===== config.mk =====
export PLATFORM = sky130hd
export DESIGN_NAME = mem_port_arbiter
export DESIGN_NICKNAME = d
export VERILOG_FILES = /design/src/rtl/arb_pkg.sv /design/src/rtl/arb_starve_ctr.sv /design/src/rtl/mem_port_arbiter.sv
export SDC_FILE = /design/constraint.sdc
export NUM_CORES = 1
export LEC_CHECK = 0
export ABC_AREA = 1
export CORE_ASPECT_RATIO = 1.25
export CORE_UTILIZATION = 35
export DETAILED_ROUTE_END_ITERATION = 12
export PLACE_DENSITY = 0.79
export SYNTH_ARGS = -nofsm -noshare
export SYNTH_HDL_FRONTEND = slang
export SYNTH_HIERARCHICAL = 1
export SYNTH_SLANG_ARGS = --single-unit

===== constraint.sdc =====
create_clock -name clk -period 4.4 [get_ports clk]
set_clock_uncertainty 0.05 [all_clocks]
set_input_delay 0.66 -clock clk [delete_from_list [all_inputs] [get_ports clk]]
set_output_delay 0.66 -clock clk [all_outputs]
set_load 0.01 [all_outputs]

===== src/rtl/arb_pkg.sv =====
// Shared types and constants for the memory port arbiter.
// Holds state/owner encodings and the fixed fetch attributes.
package arb_pkg;

  typedef enum logic [1:0] {
    IDLE    = 2'd0,
    BUSY_IF = 2'd1,
    BUSY_D  = 2'd2
  } arb_state_t;

  typedef enum logic {
    OWN_IF = 1'b0,
    OWN_D  = 1'b1
  } arb_owner_t;

  localparam int unsigned STARVE_MAX_DEF = 4;

  // Fetches are always full-word reads.
  localparam logic [3:0] MEM_BE_ALL = 4'hF;
  localparam logic       WE_READ    = 1'b0;

endpackage


===== src/rtl/arb_starve_ctr.sv =====
// Saturating counter of data grants taken while a fetch was waiting.
// Only instantiated when ARB_STARVE_GUARD_EN is defined.
module arb_starve_ctr #(
  parameter int unsigned MAX = 4
) (
  input  logic clk,
  input  logic rst_n,
  input  logic i_clr,
  input  logic i_inc,
  output logic o_at_max
);

  localparam logic [3:0] MAX_L = 4'(MAX);

  logic [3:0] r_cnt;

  always_ff @(posedge clk or negedge rst_n) begin
    if (!rst_n) begin
      r_cnt <= 4'd0;
    end else if (i_clr) begin
      r_cnt <= 4'd0;
    end else if (i_inc && (r_cnt != MAX_L)) begin
      r_cnt <= r_cnt + 4'd1;
    end
  end

  assign o_at_max = (r_cnt == MAX_L);

endmodule


===== src/rtl/mem_port_arbiter.sv =====
// Two-requester (fetch, data) arbiter onto a single-outstanding memory port.
// Define ARB_STARVE_GUARD_EN to let a waiting fetch win after STARVE_MAX data grants.
module mem_port_arbiter
  import arb_pkg::*;
#(
  parameter int unsigned STARVE_MAX = STARVE_MAX_DEF
) (
  input  logic        clk,
  input  logic        rst_n,
  input  logic        if_req,
  input  logic [31:0] if_addr,
  input  logic        if_flush,
  output logic        if_gnt,
  output logic        if_rvalid,
  output logic [31:0] if_rdata,
  input  logic        d_req,
  input  logic        d_we,
  input  logic [3:0]  d_be,
  input  logic [31:0] d_addr,
  input  logic [31:0] d_wdata,
  output logic        d_gnt,
  output logic        d_rvalid,
  output logic [31:0] d_rdata,
  output logic        mem_req,
  output logic        mem_we,
  output logic [3:0]  mem_be,
  output logic [31:0] mem_addr,
  output logic [31:0] mem_wdata,
  input  logic        mem_ready,
  input  logic [31:0] mem_rdata,
  output logic        fetch_stall
);

  arb_state_t r_state;
  logic [31:0] r_addr;
  logic [31:0] r_wdata;
  logic [3:0]  r_be;
  logic        r_we;
  logic        r_flush;
  logic        r_if_rvalid;
  logic        r_d_rvalid;
  logic [31:0] r_if_rdata;
  logic [31:0] r_d_rdata;

  logic       w_idle;
  logic       w_pick_if;
  logic       w_flush_now;
  arb_owner_t w_owner;

`ifdef ARB_STARVE_GUARD_EN
  logic w_at_max;

  arb_starve_ctr #(
    .MAX (STARVE_MAX)
  ) u_starve_ctr (
    .clk      (clk),
    .rst_n    (rst_n),
    .i_clr    (if_gnt),
    .i_inc    (d_gnt & if_req),
    .o_at_max (w_at_max)
  );
`endif

  // Grants are forced low while reset is asserted, not just after the next edge.
  assign w_idle = (r_state == IDLE) && rst_n;

  always_comb begin
    w_pick_if = 1'b0;
`ifdef ARB_STARVE_GUARD_EN
    w_pick_if = if_req & (~d_req | w_at_max);
`else
    w_pick_if = if_req & ~d_req;
`endif
  end

  assign if_gnt = w_idle & w_pick_if;
  assign d_gnt  = w_idle & d_req & ~w_pick_if;

  assign w_owner     = (r_state == BUSY_D) ? OWN_D : OWN_IF;
  assign w_flush_now = if_flush | r_flush;

  always_ff @(posedge clk or negedge rst_n) begin
    if (!rst_n) begin
      r_state     <= IDLE;
      r_addr      <= 32'd0;
      r_wdata     <= 32'd0;
      r_be        <= 4'd0;
      r_we        <= 1'b0;
      r_flush     <= 1'b0;
      r_if_rvalid <= 1'b0;
      r_d_rvalid  <= 1'b0;
      r_if_rdata  <= 32'd0;
      r_d_rdata   <= 32'd0;
    end else begin
      r_if_rvalid <= 1'b0;
      r_d_rvalid  <= 1'b0;
      case (r_state)
        IDLE: begin
          if (if_gnt) begin
            r_addr  <= if_addr;
            r_we    <= WE_READ;
            r_be    <= MEM_BE_ALL;
            r_wdata <= 32'd0;
            r_flush <= 1'b0;
            r_state <= BUSY_IF;
          end else if (d_gnt) begin
            r_addr  <= d_addr;
            r_we    <= d_we;
            r_be    <= d_be;
            r_wdata <= d_wdata;
            r_flush <= 1'b0;
            r_state <= BUSY_D;
          end
        end
        BUSY_IF, BUSY_D: begin
          if (r_state == BUSY_IF && if_flush) begin
            r_flush <= 1'b1;
          end
          if (mem_ready) begin
            r_state <= IDLE;
            if (w_owner == OWN_D) begin
              r_d_rdata  <= mem_rdata;
              r_d_rvalid <= 1'b1;
            end else if (!w_flush_now) begin
              // A flushed fetch completes on the bus but leaves if_rdata untouched.
              r_if_rdata  <= mem_rdata;
              r_if_rvalid <= 1'b1;
            end
          end
        end
        default: r_state <= IDLE;
      endcase
    end
  end

  assign mem_req   = (r_state != IDLE);
  assign mem_we    = r_we;
  assign mem_be    = r_be;
  assign mem_addr  = r_addr;
  assign mem_wdata = r_wdata;

  assign if_rvalid = r_if_rvalid;
  assign if_rdata  = r_if_rdata;
  assign d_rvalid  = r_d_rvalid;
  assign d_rdata   = r_d_rdata;

  assign fetch_stall = if_req & ~r_if_rvalid;

endmodule


==> out/qor.csv, run 1 <==
stage;metric;value;unit
run_status;status;complete, no violations;
global_routing;vias in the first global route;5106;
timing;fin crit share;0.650;
floorplanning;Die H;145;µm
floorplanning;Die X;117;µm
cells_and_area;layout net count;1093;
floorplanning;Initial Utilization;0.357;
power_and_ir_drop;P_leak;4.53;nW
clocking;# hold bufs at CTS;0;
synthesis;synthesized flop and latch total;138;
route;First-pass DRT Iterations;6;
clocking;H-tree levels;4;
timing;Setup TNS Final;0;ps
synthesis;Synth Area in Adders;0.00868;
synthesis;synth top area cells;dfrtp_1 60%, nand2_1 22%, o21ai_0 8.3%, inv_1 2.9%, buf_2 1.0%;
timing;Slew @ Worst Pin;1060;ps
placement;gpl congestion;0.741;
clocking;latest clock arrival within the worst-skew pair;400;ps
route;vias;5234;
floorplanning;Core Area;16100;µm²
worst_setup_path;Worst EP required;3690;ps
timing;Fmax;0.350;GHz
placement;DP Worst Slack;1520;ps
timing;final setup fails;0;
synthesis;XOR/XNOR Fraction of Synth Area;0;
synthesis;Mean Syn Cell Area;8.39;µm²
synthesis;Mapped Nets;830;
synthesis;Synth area leader;dfrtp_1;
synthesis;Mapped Cells;687;
timing;RSZ-0062 raised after global routing;no;
timing;Final WS setup;1540;ps
cells_and_area;Core Util, Final;0.574;
worst_setup_path;Setup crit start kind;input port;
synthesis;complex-gate fraction of the synthesized area;0.0886;
global_routing;first-pass GRT wire length;25800;µm
clocking;post-CTS sizing;0;
power_and_ir_drop;Power Density;669;nW/µm²
synthesis;synth warn;6;
worst_setup_path;crit-path max FO;76;
clocking;# clock sinks;138;
cells_and_area;diode count;0;
global_routing;largest net degree at the start of global routing;107;
cells_and_area;sequential cell area;3450;µm²
synthesis;top-area cell type share of the netlist area;0.599;
global_routing;total gr overflow;0;
floorplanning;FP Rows;52;
worst_setup_path;crit path DAT;2150;ps
synthesis;mux contribution to synthesized area;0;
synthesis;Post-Synth Simple-Gate Area;0.237;
cells_and_area;fillcell total;1435;
clocking;clk slew on worst S/H paths;60;ps
global_routing;Total Routing Usage GR;0.198;
clocking;post-CTS setup buffers;0;
floorplanning;die area;17000;µm²
route;DRT iter0 DRCs;250;
worst_setup_path;CP Class;input port to output port;
global_routing;initial antenna violation count;0;
timing;Slew headroom;0.291;
clocking;clk root buf;clkbuf_16;
cells_and_area;Syn-to-layout area delta;60.8;%
cells_and_area;multi-input logic area;1940;µm²
worst_setup_path;CP Capture Type;output port;
synthesis;post-synthesis cell type count;16;
synthesis;combinational family with the most area after synthesis;simple AND/OR/NAND/NOR gates;
cells_and_area;commonest non-fill, non-tap cells in the layout;339 x nand2_1, 276 x clkdlybuf4s50_1, 138 x dfrtp_1;
clocking;CTS tree;built;
timing;count of pins over their slew limit;0;
cells_and_area;share of cells above drive strength 1;0.0437;
timing;Hold Vio Cnt, Final;0;
clocking;Max Root-Sink Buffers;2;
run;MaxCap Viol Count;0;
route;drt drc;0;
floorplanning;io pins;278;
synthesis;Cell Area, Synth;5760;µm²
timing;Final Critical Period;2860;ps
clocking;total CTS buffers;17;
route;DRT Wirelength;16300;µm
min_path;Hold Path Class;input port to async pin;
placement;PortBufs;277;
route;vias per cell;4.44;
route;antenna viol nets, final;0;
placement;DP HPWL;11500;µm
synthesis;post-synthesis sequential area ratio;0.599;
cells_and_area;commonest non-fill, non-tap cell in the layout;nand2_1;
power_and_ir_drop;worst vdd ir;371;µV
route;drt wl/cell;13.9;µm
[cells in the mapped netlist]
cell	number
buf_2	12
inv_1	44
nand2_1	340
o21ai_0	96
buf_4	4
ha_1	4
nand3_1	5
buf_6	5
nor2_1	9
buf_1	3
nand4_1	3
inv_2	1
clkbuf_1	15
dfrtp_1	138
o21ai_1	6
nand2_2	2
[kinds of logic (layout without fill, tap and decap cells)]
| kind of cell | count (synthesis) | in the layout |
|---|---|---|
| simple gates | 359 | 359 |
| flops | 138 | 138 |
| compound gates | 102 | 102 |
| buf+inv | 84 | 359 |
| fa+ha+maj | 4 | 4 |
[layout make-up]
class	instances	share of cell area
clock inverters	10	0.0153
repair buffers	283	0.304
clock buffers	21	0.0508
inverters	45	0.0182
flip-flops and latches	138	0.373
multi-input cells	465	0.210
well taps	216	0.0292
[registers in the layout, indices dropped and copies added, names as in the netlist]
| register | flops |
|---|---|
| d_rdata | 32 |
| d_rvalid | 1 |
| if_rdata | 32 |
| if_rvalid | 1 |
| mem_addr | 32 |
| mem_be | 4 |
| mem_wdata | 32 |
| mem_we | 1 |
| r_flush | 1 |
| r_state | 2 |
[per-layer routing]
| metal | part of all wire | GRT usage |
|---|---|---|
| met2 | 0.48 | 0.326 |
| met1 | 0.41 | 0.230 |
| met5 | 0 | 0 |
| met3 | 0.088 | 0.0733 |
| met4 | 0.027 | 0.0816 |
[where the power goes]
part | leakage, nW | total [mW] | switching (mW) | internal [mW]
sequential | 1.73 | 2.18 | 0.315 | 1.86
clock | 0.296 | 1.46 | 0.522 | 0.935
combinational | 2.51 | 2.56 | 1.18 | 1.38
total | 4.53 | 6.19 | 2.01 | 4.18
[final timing paths]
kind                       cells after the start         start  slack, ps       endpoint
min reg2reg                                    2  mem_addr[22]        430   mem_addr[22]
max                                            4         rst_n       1540          d_gnt
min                                            1         rst_n        200   if_rdata[10]
min in group clk                               2  mem_addr[22]        430   mem_addr[22]
max in group asynchronous                      2         rst_n       2730    mem_addr[2]
max reg2reg                                    9    r_state[0]       2090  mem_wdata[17]
[through the flow]
| stage | std cells | hold slack [ps] | area, µm² | total power, mW |
|---|---|---|---|---|
| 2_1_floorplan | 687 | 314 | 5760 | 3.20 |
| 3_3_place_gp | 1147 | 410 | 8650 | 4.69 |
| 3_5_place_dp | 1147 | 414 | 8650 | 4.77 |
| 4_1_cts | 1178 | 234 | 9270 | 6.27 |
| 5_1_grt | 1178 | 250 | 9270 | 6.62 |
| 6_report | 1178 | 203 | 9270 | 6.19 |
[worst max-delay path, stage by stage]
cell             delay [ps]
buf_6                   490
nand3_1                 280
inv_1                   110
clkdlybuf4s50_1         530
No activity file was read; power rests on OpenSTA's default activity.
==> run 2: changes to the inputs <==
--- a/config.mk
+++ b/config.mk
@@ -9,7 +9,7 @@
 export CORE_ASPECT_RATIO = 1.25
 export CORE_UTILIZATION = 35
 export DETAILED_ROUTE_END_ITERATION = 12
-export PLACE_DENSITY = 0.79
+export PLACE_DENSITY = 0.81
 export SYNTH_ARGS = -nofsm -noshare
 export SYNTH_HDL_FRONTEND = slang
 export SYNTH_HIERARCHICAL = 1
==> constraint.sdc (replaced) <==
create_clock -name clk -period 2.6 [get_ports clk]
set_clock_uncertainty 0.05 [all_clocks]
set_input_delay 0.39 -clock clk [delete_from_list [all_inputs] [get_ports clk]]
set_output_delay 0.39 -clock clk [all_outputs]
set_load 0.01 [all_outputs]
==> out/qor.csv, run 2 (synthesis results as in run 1) <==
stage;metric;value;unit;change
run_status;status;complete, no violations;;
placement;PortBufs;277;;unchanged
power_and_ir_drop;PnR Total Power;10.3;mW;+67%
worst_setup_path;crit-path max FO;4;;-95%
timing;Slew @ Worst Pin;916;ps;-145 ps
power_and_ir_drop;Combinational Power Share;0.420;;+0.007
power_and_ir_drop;Power Density;1110;nW/µm²;+66%
route;DRT iter0 DRCs;260;;+4.0%
worst_setup_path;crit path capture;if_gnt;;
timing;Final Critical Period;2390;ps;
floorplanning;Initial Utilization;0.357;;unchanged
timing;RSZ-0062 raised after global routing;no;;
route;First-pass DRT Iterations;4;;-2
floorplanning;io pins;278;;unchanged
clocking;total CTS buffers;17;;unchanged
worst_setup_path;Setup crit start kind;flip-flop;;
floorplanning;Die H;145;µm;unchanged
floorplanning;Die X;117;µm;unchanged
timing;Hold Vio Cnt, Final;0;;unchanged
cells_and_area;fillcell total;1414;;-1.5%
power_and_ir_drop;worst vdd ir;580;µV;+56%
power_and_ir_drop;Net Sw Frac;0.331;;+0.00584
worst_setup_path;R2R Path End;mem_addr[5];;
clocking;# clock sinks;138;;unchanged
global_routing;initial antenna violation count;1;;+1
cells_and_area;layout net count;1095;;+0.18%
cells_and_area;multi-input logic area;1940;µm²;unchanged
timing;count of pins over their slew limit;0;;unchanged
worst_setup_path;R2R setup slack;560;ps;-1530 ps
cells_and_area;fin cells;1182;;+0.34%
clocking;post-CTS setup buffers;0;;unchanged
power_and_ir_drop;Internal;6.92;mW;+65%
timing;Setup TNS Final;0;ps;unchanged
cells_and_area;final instance area;9290;µm²;+0.28%
global_routing;largest net degree at the start of global routing;85;;-21%
power_and_ir_drop;Sequential Power Share;0.358;;+0.007
worst_setup_path;R2R depth;10;;+1
route;vias;5290;;+1.1%
placement;DP HPWL;11800;µm;+2.3%
global_routing;total gr overflow;0;;unchanged
cells_and_area;share of cells above drive strength 1;0.0435;;-0.000136
worst_setup_path;worst r2r src;r_state[0];;
timing;Fmax;0.419;GHz;
worst_setup_path;number of cells on the critical path;5;;+1
placement;Placed Area;8710;µm²;+0.67%
clocking;latest clock arrival within the worst-skew pair;400;ps;about the same
power_and_ir_drop;P_leak;4.54;nW;+0.26%
cells_and_area;commonest non-fill, non-tap cell in the layout;nand2_1;;
clocking;Max Root-Sink Buffers;2;;unchanged
floorplanning;FP Rows;52;;unchanged
timing;Hold WS;302;ps;+98.5 ps
floorplanning;die area;17000;µm²;unchanged
worst_setup_path;crit path DAT;1950;ps;-200 ps
power_and_ir_drop;clock share of power;0.222;;-0.013
timing;Slew headroom;0.389;;+0.0990
clocking;clk root buf;clkbuf_16;;
worst_setup_path;cell family with most CP delay;buffers and inverters;;
clocking;H-tree levels;4;;unchanged
route;antenna viol nets, final;0;;unchanged
global_routing;vias in the first global route;5182;;+1.5%
worst_setup_path;Worst EP required;2160;ps;-1530 ps
global_routing;Total Routing Usage GR;0.196;;-0.00213
clocking;clk slew on worst S/H paths;50;ps;about the same
cells_and_area;commonest non-fill, non-tap cells in the layout;339 x nand2_1, 276 x clkdlybuf4s50_1, 138 x dfrtp_1;;
worst_setup_path;Critical path buffers and inverters;2;;-1
worst_setup_path;CP Class;flip-flop to output port;;
route;vias per cell;4.48;;+0.73%
cells_and_area;Syn-to-layout area delta;61.2;%;
timing;fin crit share;0.918;;
global_routing;first-pass GRT wire length;25600;µm;-0.70%
min_path;Hold Path Class;input port to async pin;;
timing;final setup fails;0;;unchanged
worst_setup_path;slowest stage delay, CP;560;ps;+30 ps
clocking;CTS tree;built;;
power_and_ir_drop;sw power;3.42;mW;+70%
floorplanning;Core Area;16100;µm²;unchanged
run;MaxCap Viol Count;0;;unchanged
worst_setup_path;CP Capture Type;output port;;
cells_and_area;sequential cell area;3450;µm²;unchanged
worst_setup_path;crit path cell chain;inv_1 > ha_1 > nand2_1 > nor2_4 > clkdlybuf4s50_1;;
route;drt drc;0;;unchanged
route;DRT Wirelength;16600;µm;+1.8%
placement;gpl congestion;0.765;;+3.2%
placement;Placed Instances;1148;;+0.087%
route;drt wl/cell;14.1;µm;+1.5%
worst_setup_path;Slowest cell on crit path;clkdlybuf4s50_1;;
worst_setup_path;crit path launch;r_state[0];;
## run 2: cell count changes in the layout (fill, tap and decap cells not counted), sizes merged
| cell | delta |
|---|---|
| clkinv | +1 |
| bufinv | -2 |
| diode | +1 |
| clkbuf | +2 |
| dlygate4sd3 | +1 |
| buf | +1 |
## run 2: through the flow
step | utilization | setup WS, ps
finish | 0.576 | 213
global route | 0.576 | 126
CTS | 0.576 | 185
detailed placement | 0.540 | 409
global placement | 0.540 | 451
floorplan | - | 1010
## run 2: timing repair
| action | 4_1_cts | 5_1_grt |
|---|---|---|
| gates resized for setup | 0 | 0 |
| setup endpoints to repair | 0 | 0 |
| hold buffers | 1 | 0 |
| hold endpoints to repair | 1 | 0 |
## run 2: how the worst min path moves through the flow
| stage | from | endpoint | slack [ps] |
|---|---|---|---|
| after global placement | rst_n | mem_addr[22] | 140 |
| after CTS | rst_n | mem_addr[22] | 310 |
| final | rst_n | mem_addr[22] | 300 |
| after global routing | rst_n | mem_addr[22] | 300 |
| after floorplan | rst_n | d_rdata[0] | 40 |
| after detailed placement | rst_n | mem_addr[22] | 140 |
## run 2: per-layer routing
layer / vias up / part of all wire / routed length [µm] / GRT usage
met5: - / 0 / 0 / 0
met4: 0 / 0.036 / 590 / 0.0930
met3: 41 / 0.080 / 1330 / 0.0637
met2: 200 / 0.49 / 8100 / 0.329
met1: 2399 / 0.40 / 6590 / 0.222
li1: 2650 / - / - / -
## run 2: area by class of cell
cell class / count / share of cell area
repair buffers: 285 / 0.311
multi-input cells: 465 / 0.209
clock buffers: 23 / 0.0514
flip-flops and latches: 138 / 0.372
clock inverters: 9 / 0.00970
inverters: 45 / 0.0182
well taps: 216 / 0.0291
diodes: 1 / 0.000269
## run 2: power groups by stage
| stage | Clock, mW | Combinational, mW | Sequential [mW] |
|---|---|---|---|
| 2_1_floorplan | 0 | 1.27 | 4.15 |
| 3_3_place_gp | 0 | 4.30 | 3.67 |
| 3_5_place_dp | 0 | 4.38 | 3.71 |
| 4_1_cts | 2.36 | 4.41 | 3.70 |
| 5_1_grt | 2.45 | 4.77 | 3.82 |
| 6_report | 2.30 | 4.35 | 3.70 |
